==> src/rtl/dmem_arb_pkg.sv <==
// Shared definitions for the data-memory arbiter: FSM encoding and default
// starvation limit for debug requests.
package dmem_arb_pkg;

  localparam logic [1:0] S_CPU  = 2'd0;
  localparam logic [1:0] S_DBG  = 2'd1;
  localparam logic [1:0] S_RESP = 2'd2;

  localparam int DEFAULT_STARVE_LIMIT = 4;
  localparam int WAIT_WIDTH           = 4;

endpackage

==> src/rtl/starve_counter.sv <==
// Saturating wait counter that flags when a debug request has waited
// LIMIT-1 cycles behind the CPU.
module starve_counter
  import dmem_arb_pkg::*;
#(
  parameter int LIMIT = DEFAULT_STARVE_LIMIT
) (
  input  logic clk,
  input  logic reset,
  input  logic clear,
  input  logic inc,
  output logic hit
);

  localparam logic [WAIT_WIDTH-1:0] HIT_VALUE = WAIT_WIDTH'(LIMIT - 1);
  localparam logic [WAIT_WIDTH-1:0] MAX_VALUE = {WAIT_WIDTH{1'b1}};

  logic [WAIT_WIDTH-1:0] count;

  always_ff @(posedge clk or negedge reset) begin
    if (!reset) begin
      count <= '0;
    end else if (clear) begin
      count <= '0;
    end else if (inc && (count != MAX_VALUE)) begin
      count <= count + 1'b1;
    end
  end

  assign hit = (count == HIT_VALUE);

endmodule

==> src/rtl/dmem_arbiter.sv <==
// Single-port data-memory arbiter between the CPU M-stage and a debug port;
// the CPU wins ties until the debug request has been starved long enough.
module dmem_arbiter
  import dmem_arb_pkg::*;
#(
  parameter int ADDR_WIDTH   = 32,
  parameter int DATA_WIDTH   = 32,
  parameter int STARVE_LIMIT = DEFAULT_STARVE_LIMIT
) (
  input  logic                  clk,
  input  logic                  reset,
  input  logic                  cpu_req,
  input  logic                  cpu_we,
  input  logic [ADDR_WIDTH-1:0] cpu_addr,
  input  logic [DATA_WIDTH-1:0] cpu_wdata,
  output logic [DATA_WIDTH-1:0] cpu_rdata,
  output logic                  cpu_stall,
  input  logic                  dbg_req,
  input  logic                  dbg_we,
  input  logic [ADDR_WIDTH-1:0] dbg_addr,
  input  logic [DATA_WIDTH-1:0] dbg_wdata,
  output logic                  dbg_ack,
  output logic [DATA_WIDTH-1:0] dbg_rdata,
  output logic                  mem_we,
  output logic [ADDR_WIDTH-1:0] mem_addr,
  output logic [DATA_WIDTH-1:0] mem_wdata,
  input  logic [DATA_WIDTH-1:0] mem_rdata
);

  logic [1:0] state;
  logic [1:0] state_next;
  logic       starve_hit;
  logic       grant;
  logic       dbg_owns;

  always_comb begin
    state_next = state;
    case (state)
      S_CPU:   if (dbg_req && (!cpu_req || starve_hit)) state_next = S_DBG;
      S_DBG:   state_next = S_RESP;
      S_RESP:  state_next = S_CPU;
      default: state_next = S_CPU;
    endcase
  end

  assign grant = (state == S_CPU) && (state_next == S_DBG);

  starve_counter #(
    .LIMIT (STARVE_LIMIT)
  ) u_starve_counter (
    .clk   (clk),
    .reset (reset),
    .clear (!dbg_req || grant),
    .inc   ((state == S_CPU) && dbg_req && cpu_req && !grant),
    .hit   (starve_hit)
  );

  always_ff @(posedge clk or negedge reset) begin
    if (!reset) begin
      state <= S_CPU;
    end else begin
      state <= state_next;
    end
  end

  // Ack and read data are registered on the S_DBG -> S_RESP edge.
  always_ff @(posedge clk or negedge reset) begin
    if (!reset) begin
      dbg_ack   <= 1'b0;
      dbg_rdata <= '0;
    end else begin
      dbg_ack <= (state == S_DBG);
      if ((state == S_DBG) && !dbg_we) begin
        dbg_rdata <= mem_rdata;
      end
    end
  end

  assign dbg_owns  = (state == S_DBG);
  assign mem_addr  = dbg_owns ? dbg_addr  : cpu_addr;
  assign mem_wdata = dbg_owns ? dbg_wdata : cpu_wdata;
  assign mem_we    = dbg_owns ? dbg_we    : (cpu_req & cpu_we);
  assign cpu_rdata = mem_rdata;
  assign cpu_stall = dbg_owns & cpu_req;

endmodule

==> config.mk <==
export PLATFORM = sky130hd
export DESIGN_NAME = dmem_arbiter
export DESIGN_NICKNAME = d
export VERILOG_FILES = /design/src/rtl/dmem_arb_pkg.sv /design/src/rtl/starve_counter.sv /design/src/rtl/dmem_arbiter.sv
export SDC_FILE = /design/constraint.sdc
export NUM_CORES = 1
export LEC_CHECK = 0
export BUFFER_PORTS_ARGS = -buffer_cell sky130_fd_sc_hd__clkbuf_2
export CORE_AREA = 2 2 117 119
export CTS_BUF_LIST = sky130_fd_sc_hd__clkbuf_4 sky130_fd_sc_hd__clkbuf_8
export DETAILED_ROUTE_END_ITERATION = 8
export DIE_AREA = 0 0 119 121
export PLACE_DENSITY = 0.6
export SLEW_MARGIN = 10
export SYNTH_ARGS = -nofsm -noshare
export SYNTH_HDL_FRONTEND = slang
export SYNTH_SLANG_ARGS = --single-unit
==> constraint.sdc <==
create_clock -name clk -period 3.3 [get_ports clk]
set_input_delay 0.33 -clock clk [delete_from_list [all_inputs] [get_ports clk]]
set_output_delay 0.33 -clock clk [all_outputs]
set_load 0.03 [all_outputs]
### Word level (Yosys, flattened, before mapping)

Index checks and enable logic that the tools add are counted.

* eq/ne operators: 4
* bitwise operators: 2
* muxes and demuxes: 7
* $add $sub $neg: 1
* reduce and logical (&&, ||, !) cells: 15

Operator list (number)
* 32-bit two-way mux: 2
* 4-bit two-way mux: 2
* 1-bit logical AND: 7
* 4-bit by 1-bit adder with 4-bit output (second input constant): 1
* 2-bit by 1-bit == test with 1-bit output (second input constant): 2
* 4-bit by 2-bit == test with 1-bit output (second input constant): 1
* 1-bit logical NOT: 4
* 4-bit inequality test (second input constant): 1
* 2-bit one-hot mux with 2 select lines: 1
* 1-bit bitwise AND: 2
* 2-bit logical NOT: 1
* 1-bit logical OR: 2
* 2-bit two-way mux: 1
* 2-bit nonzero test: 1
* 1-bit two-way mux: 1

* output and inout port bits: 131
* input bits: 166
* register bits: 39
* logic and storage cells: 33

### Longest topological paths before layout

Gate-level depths: netlist of run 1.

* word-level depth: 12
* depth in mapped cells: 7
* depth with buffers taken out: 4

### Modules after synthesis

A second synthesis of run 1 with hierarchy kept.

* cell total of the unflattened synthesis: 207
* area total of the unflattened synthesis: 2601.2 µm²

Modules (own cells, without submodules)
* dmem_arbiter: area each 2364.8 µm², sequential area each 875.8 µm², instances 1, cells an instance 186
* starve_counter: area each 236.5 µm², sequential area each 100.1 µm², instances 1, cells an instance 21

### Worst setup path after synthesis of run 1

No wires, ideal clock.

* path kind: register to output
* start point: register state[1]
* end point: output port mem_wdata[10]
* slack: 1.665 ns
* required time: 2.970 ns
* buffers on the path: 3
* arrival: 1.305 ns
* cell stages (with the launch flop): 8
* path through: dfrtp_1 nand2b_1 buf_6 inv_2 buf_4 buf_2 nand2_1 nand2_1

* longest elaborated chain between the ends: 2

Ends and longest elaborated chain
* from (decl): RTL line dmem_arbiter.sv:30 `logic [1:0] state;`
* from (signal assigned): RTL line dmem_arbiter.sv:62 `state <= state_next;`
* 2-bit by 1-bit == test with 1-bit output: RTL line dmem_arbiter.sv:79 `assign dbg_owns = (state == S_DBG);`
* 32-bit two-way mux: RTL line dmem_arbiter.sv:81 `assign mem_wdata = dbg_owns ? dbg_wdata : cpu_wdata;`
* to (decl): RTL line dmem_arbiter.sv:26 `output logic [DATA_WIDTH-1:0] mem_wdata,`

No other way between the ends.

### Worst setup path after layout of run 1

* start point: register state[1]
* end point: output port mem_wdata[20]

Same word-level chain as after synthesis.

==> results.txt, run 1 <==
Status: finished clean
Wire length on met3: 995 um
Slew at the pin closest to its max-slew limit: 982 ps
Met1 WL: 3.97 mm
Reg area: 976 um^2
Cell area after layout: 4220 um^2
GRT Residual Overflow: 0
Cell taking the most area after synthesis: dfrtp_1
Max cap viols: 0
IO Port Bufs: 296
Placed cell areas: 4100 um^2
Worst endpoint data arrival time: 2230 ps
Worst-path clk slew: 70 ps
IR drop worst, VDD: 0.180 mV
Root Buffer: clkbuf_8
Worst Hold Class: in2async
Gr usage total: 13.6%
Maximum buffer depth of the clock tree: 2
Gate Count Post-Synth: 345
Post-route setup slack: 740 ps
Syn nets: 512
Layout cells sized above 1: 56.8%
Unique cell type count in the Yosys netlist: 30
FF+latch count, synth: 39
Sequential-to-total area share from yosys stat: 35.3%
Vias in the first global route: 2842
Util after Layout: 32.3%
Power Density: 506 nW/um^2
Detailed Route Iter0 Violations: 116
Initial antenna violation count: 0
# diodes: 0
Vias per inst: 3.99
Setup slack at placement: 1030 ps
Worst Path Required: 2970 ps
IO Count: 297
Skew final: 3.23 ps
Final wirelength: 10.4 mm
PostCTS Resize Cnt: 0
Ranking of synthesized cells by area: dfrtp_1 35%, nand2_1 27%, mux2_4 16%
Final Critical Period: 2560 ps
Setup TNS: 0 ps
Starting Density: 21.1%
Max Slew Vio Count: 0
Total Die Area: 14400 um^2
Chip Height: 121 um
Clock buffer count from CTS: 5
Unrepaired setup endpoints after global routing: false
Post-CTS Setup Repair Bufs: 0
Avg Inst Size Synth: 8.02 um^2
Syn. warnings: 0
Core Area: 13100 um^2
CP Max Fanout: 54
Clock tree sinks: 39
Final period utilization: 77.6%
Compound-Gate Fraction of Synth Area: 2.62%
Vias: 3107
H-tree depth: 2
Mux cell area share after synthesis: 17.1%
# rows: 42
Post-Syn Area: 2770 um^2
Area share of the largest cell type after synthesis: 35.3%
F_max: 391 MHz
Die width: 119 um
Final Hold Vio Count: 0
Leading cell type in the layout, fill and taps excluded: clkbuf_2
Synth Area in Adders: 0.452%
Non-filler cells, final: 778
Setup-failing EPs final: 0
CP Class: reg2out
Detail Route Antenna Nets: 0
RD Place Congestion: 0.912
Hold_buf cts: 0
Multi-input gate area: 1390 um^2
Top Layer Used: met4
Post-DP HPWL: 8.83 mm
Largest net degree at the start of global routing: 68
Leakage Power: 2.64 nW
Post-synthesis simple-gate area fraction: 30.0%
Filler Cell Count: 1422
Relative slew slack: 34.5%
Post-synthesis xor/xnor area fraction: 0%
Cell count after placement: 770
Nets: 768
Main combinational cell family by area after synthesis: simple AND/OR/NAND/NOR gates
Skew-Pair Late Insertion Delay: 280 ps
Synth-to-Final Area Change: 52.6%
Post-route DRC: 0
First-pass GRT wire length: 15.4 mm
Worst setup SP type: flip-flop
Crit. End Element: output port
Wire per inst: 13.4 um
Iteration count of the initial detailed-routing pass: 7
Metal2 WL: 5.25 mm
CTS tree: yes
Most frequent cells in the layout: 296 x clkbuf_2, 198 x nand2_1, 39 x dfrtp_1
[Yosys cell counts (all sizes together)]
master and n:
inv 3, o311ai 2, buf 49, a221oi 1
o21ai 1, and2 1, a31oi 1, mux2 32
nand3 1, nor2b 1, nor2 4, nand2 198
clkbuf 1, dfrtp 39, o22ai 1, a21oi 1
o41ai 1, ha 1, and4 2, nand2b 1
a22oi 1, o21a 1, nand4 1, nor4b 1
[metal layers]
layer  global-route usage [%]  up-vias
met1                     16.7     1323
met3                     3.62       12
met2                     23.2      198
met4                     4.09        0
li1                         -     1574
met5                        0        -
[state kept, by name, summed over array words and instances (netlist names)]
register,count
dbg_rdata,32
dbg_ack,1
u_starve_counter.count,4
state,2
[final cells by class]
| type | instances | area share [%] |
|---|---|---|
| Clock buffer | 6 | 1.96 |
| Multi-Input combinational cell | 253 | 33.0 |
| Timing Repair Buffer | 299 | 35.6 |
| Inverter | 3 | 0.267 |
| Sequential cell | 39 | 23.1 |
| Clock inverter | 2 | 0.830 |
| Tap cell | 176 | 5.22 |
[metrics by stage]
step	total power [mW]	hold WS [ps]
after floorplan	1.40	34.4
after detailed placement	1.75	492
final	2.14	201
after global placement	1.75	488
after global routing	2.26	269
after CTS	2.17	222
[kinds of logic (layout without fill, tap and decap cells)]
kind of cell | after synthesis | count (layout)
AO/OA/AOI/OAI | 10 | 10
adder cells (fa/ha/maj) | 1 | 1
buffers and inverters | 53 | 310
flip-flops | 39 | 39
multiplexers | 32 | 32
AND/OR/NAND/NOR | 210 | 210
[final timing paths]
kind,from,end,slack [ps],depth (start not counted)
min in group clk,mem_rdata[21],dbg_rdata[21],290,2
max in group asynchronous,reset,dbg_rdata[23],2500,1
hold reg to reg,dbg_rdata[1],dbg_rdata[1],510,1
hold / removal,reset,dbg_rdata[19],200,1
setup reg to reg,state[1],dbg_rdata[2],1520,3
setup / recovery,state[1],mem_wdata[20],740,6
[report_power, final]
part	total [mW]	internal (mW)	switching [mW]
registers	0.654	0.593	0.0610
clock network	0.403	0.245	0.158
logic	1.08	0.386	0.693
[worst max-delay path, cell delays in order (launching register included)]
cell,delay (ps)
dfrtp_1,410
nand2b_2,250
inv_2,660
buf_4,280
nand2_1,70
nand2_1,60
clkbuf_2,200
No activity file was read; power rests on OpenSTA's default activity.
==> inputs of run 2 (changes only) <==
Settings changed: ABC_AREA set to 1, CORE_AREA 2 2 117 119 to 2 2 114 116, DIE_AREA 0 0 119 121 to 0 0 116 118, PLACE_DENSITY 0.6 to 0.64.
Clock period 3.3 ns to 2.3 ns, I/O delays scaled along.
==> results.txt, run 2 <==
Status: finished clean
Vias in the first global route: 2979
Initial antenna violation count: 0
Starting Density: 22.0%
Skew-Pair Late Insertion Delay: 290 ps
Ranking of synthesized cells by area: dfrtp_1 36%, nand2_1 33%, buf_4 9.4%
Core Area: 12400 um^2
Final wirelength: 10.1 mm
Slew at the pin closest to its max-slew limit: 963 ps
IO Port Bufs: 296
Post-DP HPWL: 8.39 mm
Gate Count Post-Synth: 429
Post-route DRC: 0
Placed cell areas: 4100 um^2
Filler Cell Count: 1446
Post-Syn Area: 2730 um^2
Final Critical Period: 1860 ps
FF+latch count, synth: 39
Chip Height: 118 um
Sequential-to-total area share from yosys stat: 35.8%
Layout cells sized above 1: 47.3%
Worst Path Required: 2070 ps
Max Slew Vio Count: 0
Cell taking the most area after synthesis: dfrtp_1
Post-route setup slack: 444 ps
H-tree depth: 2
Unique cell type count in the Yosys netlist: 20
CP Class: reg2out
Worst setup SP type: flip-flop
IO Count: 297
# rows: 41
Setup-failing EPs final: 0
Synth-to-Final Area Change: 54.9%
Skew final: 8.30 ps
F_max: 539 MHz
Wire per inst: 11.8 um
Hold_buf cts: 0
Relative slew slack: 35.8%
Post-synth top cells: 239 x nand2_1, 39 x dfrtp_1, 38 x inv_1
Final period utilization: 80.7%
Area share of the largest cell type after synthesis: 35.8%
Setup slack at placement: 695 ps
IR drop worst, VDD: 0.412 mV
Clock buffer count from CTS: 5
Power Density: 680 nW/um^2
Gr usage total: 13.5%
Detail Route Antenna Nets: 0
Max cap viols: 0
FFs w/ async S/R, synth: 100%
Syn. warnings: 0
Top reg by flops: dbg_rdata
Top flop regs: dbg_rdata x32, u_starve_counter.count x4, state x2
Root Buffer: clkbuf_8
Setup TNS: 0 ps
Non-filler cells, final: 855
# diodes: 0
Top_reg_cell synth: dfrtp_1
RD Place Congestion: 0.841
Final Hold Vio Count: 0
CP Max Fanout: 40
PostCTS Resize Cnt: 0
Iteration count of the initial detailed-routing pass: 4
Max reg flops: 32
Vias: 3361
Crit. End Element: output port
Worst endpoint data arrival time: 1630 ps
CTS tree: yes
Count of flip-flops with a built-in enable after synthesis: 0
Syn nets: 596
Avg Inst Size Synth: 6.36 um^2
Vias per inst: 3.93
First-pass GRT wire length: 14.7 mm
Worst-path clk slew: 80 ps
Most frequent cells in the layout: 296 x clkbuf_2, 239 x nand2_1, 39 x dfrtp_1
Largest net degree at the start of global routing: 66
Post-CTS Setup Repair Bufs: 0
Die width: 116 um
GRT Residual Overflow: 0
Nets: 849
Flop-to-flop setup slack: 690 ps
Maximum buffer depth of the clock tree: 2
Detailed Route Iter0 Violations: 151
Worst Hold Class: in2async
Leakage Power: 2.82 nW
Clock tree sinks: 39
Cell count after placement: 847
Top-count cell post-synth: nand2_1
Total Die Area: 13700 um^2
Leading cell type in the layout, fill and taps excluded: clkbuf_2
Cell area after layout: 4220 um^2
Unrepaired setup endpoints after global routing: false
run 2: metrics by stage:
step	hold slack [ps]	power [mW]	utilization (%)
3_3_place_gp	433	2.29	33.0
4_1_cts	122	2.93	34.0
2_1_floorplan	-65.6	1.82	-
6_report	79.4	2.87	34.0
3_5_place_dp	443	2.30	33.0
5_1_grt	161	3.05	34.0
run 2: cell families (layout without fill, tap and decap cells):
family	count (synthesis)	after routing	synth area share, %
XOR/XNOR	1	1	0.321
buffers and inverters	94	348	18.8
AO/OA/AOI/OAI	35	35	8.03
adder cells (fa/ha/maj)	1	1	0.459
AND/OR/NAND/NOR	259	259	36.6
flip-flops	39	39	35.8
run 2: worst paths after layout:
path	from	end	cells after the start
setup / recovery	state[0]	mem_addr[25]	7
hold / removal	reset	dbg_rdata[21]	1
setup reg to reg	state[1]	dbg_rdata[11]	6
hold reg to reg	dbg_rdata[9]	dbg_rdata[9]	2
max in group asynchronous	reset	dbg_rdata[31]	1
min in group clk	mem_rdata[21]	dbg_rdata[21]	3
run 2: layout make-up:
type	instances	area, um^2	area share [%]
Multi-Input combinational cell	296	1240	29.3
Inverter	40	150	3.55
Tap cell	172	215	5.09
Timing Repair Buffer	300	1520	36.1
Clock buffer	6	82.6	1.95
Sequential cell	39	976	23.1
Clock inverter	2	38.8	0.918
run 2: critical path, stage by stage, from the launching register on:
cell      delay (ps)
dfrtp_1          390
inv_2             80
nor2_4            40
inv_2             60
buf_4            340
nand2_1          100
nand2_1           80
clkbuf_2         240
run 2: power by group:
group | total, mW | internal (mW) | switching [mW] | leakage [nW]
sequential | 0.909 | 0.826 | 0.0825 | 0.495
clock | 0.603 | 0.357 | 0.246 | 0.0618
combinational | 1.36 | 0.408 | 0.950 | 2.26
total | 2.87 | 1.59 | 1.28 | 2.82
run 2: routing by layer:
layer	global-route usage (%)	part of all wire [%]	vias to the layer above
met1	15.6	40	1416
met3	3.71	11	12
met5	0	0	-
met2	23.6	47	178
li1	-	-	1755
met4	4.39	1.8	0
==> inputs of run 3 (changes only) <==
Clock period 2.3 ns to 1.6 ns, I/O delays scaled along.
==> results.txt, run 3 (synthesis gave the netlist of run 2 again) <==
Post-route setup slack: -120 ps
Sw Share: 43.1%
Power Internal: 2.82 mW
Max Slew Vio Count: 0
Wire per inst: 16.1 um
Skew-Pair Late Insertion Delay: 290 ps
Relative slew slack: 80.3%
Top reg by flops: dbg_rdata
Clock buffer count from CTS: 5
GRT Residual Overflow: 0
Gr usage total: 16.9%
H-tree depth: 2
Clock tree sinks: 39
Crit. End Element: output port
Vias in the first global route: 3360
CTS tree: yes
IO Port Bufs: 296
RD Place Congestion: 0.857
Chip Height: 118 um
Die width: 116 um
Final period utilization: 108%
Most frequent cells in the layout: 230 x clkbuf_2, 110 x nand2_1, 101 x nand2_2
Setup slack at placement: 132 ps
# rows: 41
Clock power frac: 17.8%
Nets: 880
Final Critical Period: 1720 ps
Maximum buffer depth of the clock tree: 2
Root Buffer: clkbuf_8
Leakage Power: 3.52 nW
Core Area: 12400 um^2
F_max: 581 MHz
Leading cell type in the layout, fill and taps excluded: clkbuf_2
Power Density: 825 nW/um^2
Unrepaired setup endpoints after global routing: true
Synth-to-Final Area Change: 120%
CP Max Fanout: 8
Worst Path Required: 1440 ps
Final wirelength: 14.2 mm
Worst endpoint data arrival time: 1560 ps
Worst Hold Class: in2reg
Worst setup SP type: flip-flop
Largest net degree at the start of global routing: 52
First-pass GRT wire length: 17.9 mm
Total Die Area: 13700 um^2
Setup-failing EPs final: 65
# diodes: 0
Layout cells sized above 1: 67.8%
Setup TNS: -5030 ps
Flop pwr share: 26.4%
Max cap viols: 0
Skew final: 10.8 ps
Post-DP HPWL: 8.86 mm
Initial antenna violation count: 1
Util after Layout: 48.3%
Top flop regs: dbg_rdata x32, u_starve_counter.count x4, state x2
Status: finished with violations
Vias: 3794
Slew at the pin closest to its max-slew limit: 296 ps
Vias per inst: 4.28
Starting Density: 22.0%
Final Hold Vio Count: 0
IO Count: 297
Post-route DRC: 0
Worst-path clk slew: 90 ps
Iteration count of the initial detailed-routing pass: 5
Sw power: 2.13 mW
CP Class: reg2out
Failing checks: negative setup slack
Max reg flops: 32
Pwr Total: 4.95 mW
IR drop worst, VDD: 0.494 mV
Comb pwr share: 55.8%
Detailed Route Iter0 Violations: 190
Detail Route Antenna Nets: 0
run 3: cell count changes in the layout (fill, tap and decap cells not counted), sizes merged:
cell,change
dlygate4sd3,+1
buf,+85
clkbuf,-55
run 3: per-stage QoR:
step	instances	cell area [um^2]	hold WS, ps
after CTS	874	5210	74.3
after floorplan	429	2730	-136
after detailed placement	853	4170	-24.0
after global routing	886	5990	79.5
after global placement	853	4170	-22.1
final	886	5990	86.8
run 3: worst paths after layout:
check / startpoint / end / slack, ps / cells past startpoint
min in group asynchronous: reset / dbg_rdata[20] / 210 / 2
setup / recovery: state[1] / mem_we / -120 / 6
setup reg to reg: state[1] / dbg_rdata[30] / 30 / 8
hold reg to reg: dbg_rdata[7] / dbg_rdata[7] / 490 / 2
hold / removal: mem_rdata[14] / dbg_rdata[14] / 90 / 3
max in group asynchronous: reset / dbg_ack / 900 / 3
run 3: area by class of cell:
class | instances | area [um^2]
fill | 1231 | 6420
inverter | 40 | 163
tap | 172 | 215
clock buffer | 6 | 82.6
multi-input combinational | 296 | 1710
timing repair buffer | 331 | 2810
clock inverter | 2 | 38.8
sequential | 39 | 976
run 3: power by group through the flow:
stage | Clock [mW] | Sequential, mW | Combinational [mW]
after floorplan | 0 | 1.71 | 0.901
after detailed placement | 0 | 1.32 | 2.02
final | 0.881 | 1.30 | 2.76
after CTS | 0.912 | 1.30 | 2.41
after global routing | 0.950 | 1.33 | 2.90
after global placement | 0 | 1.32 | 2.01
run 3: what timing repair did:
item,in CTS,in global routing
hold endpoints to repair,39,0
gates resized for setup,166,211
buffers inserted,5,2
hold buffers,1,0
setup endpoints to repair,65,99
pin swaps,5,55
cloned,7,10
run 3: critical path, stage by stage (launching register included):
cell,delay (ps)
dfrtp_1,410
nor2_4,130
buf_12,140
inv_12,60
or2_4,230
a21boi_1,130
buf_4,170
run 3: routing by layer:
metal / vias up / routed length (um) / GRT usage, %
met5: - / 0 / 0
met2: 225 / 7190 / 30.0
met1: 1708 / 5310 / 20.0
met3: 34 / 1250 / 4.02
li1: 1827 / - / -
met4: 0 / 491 / 4.61
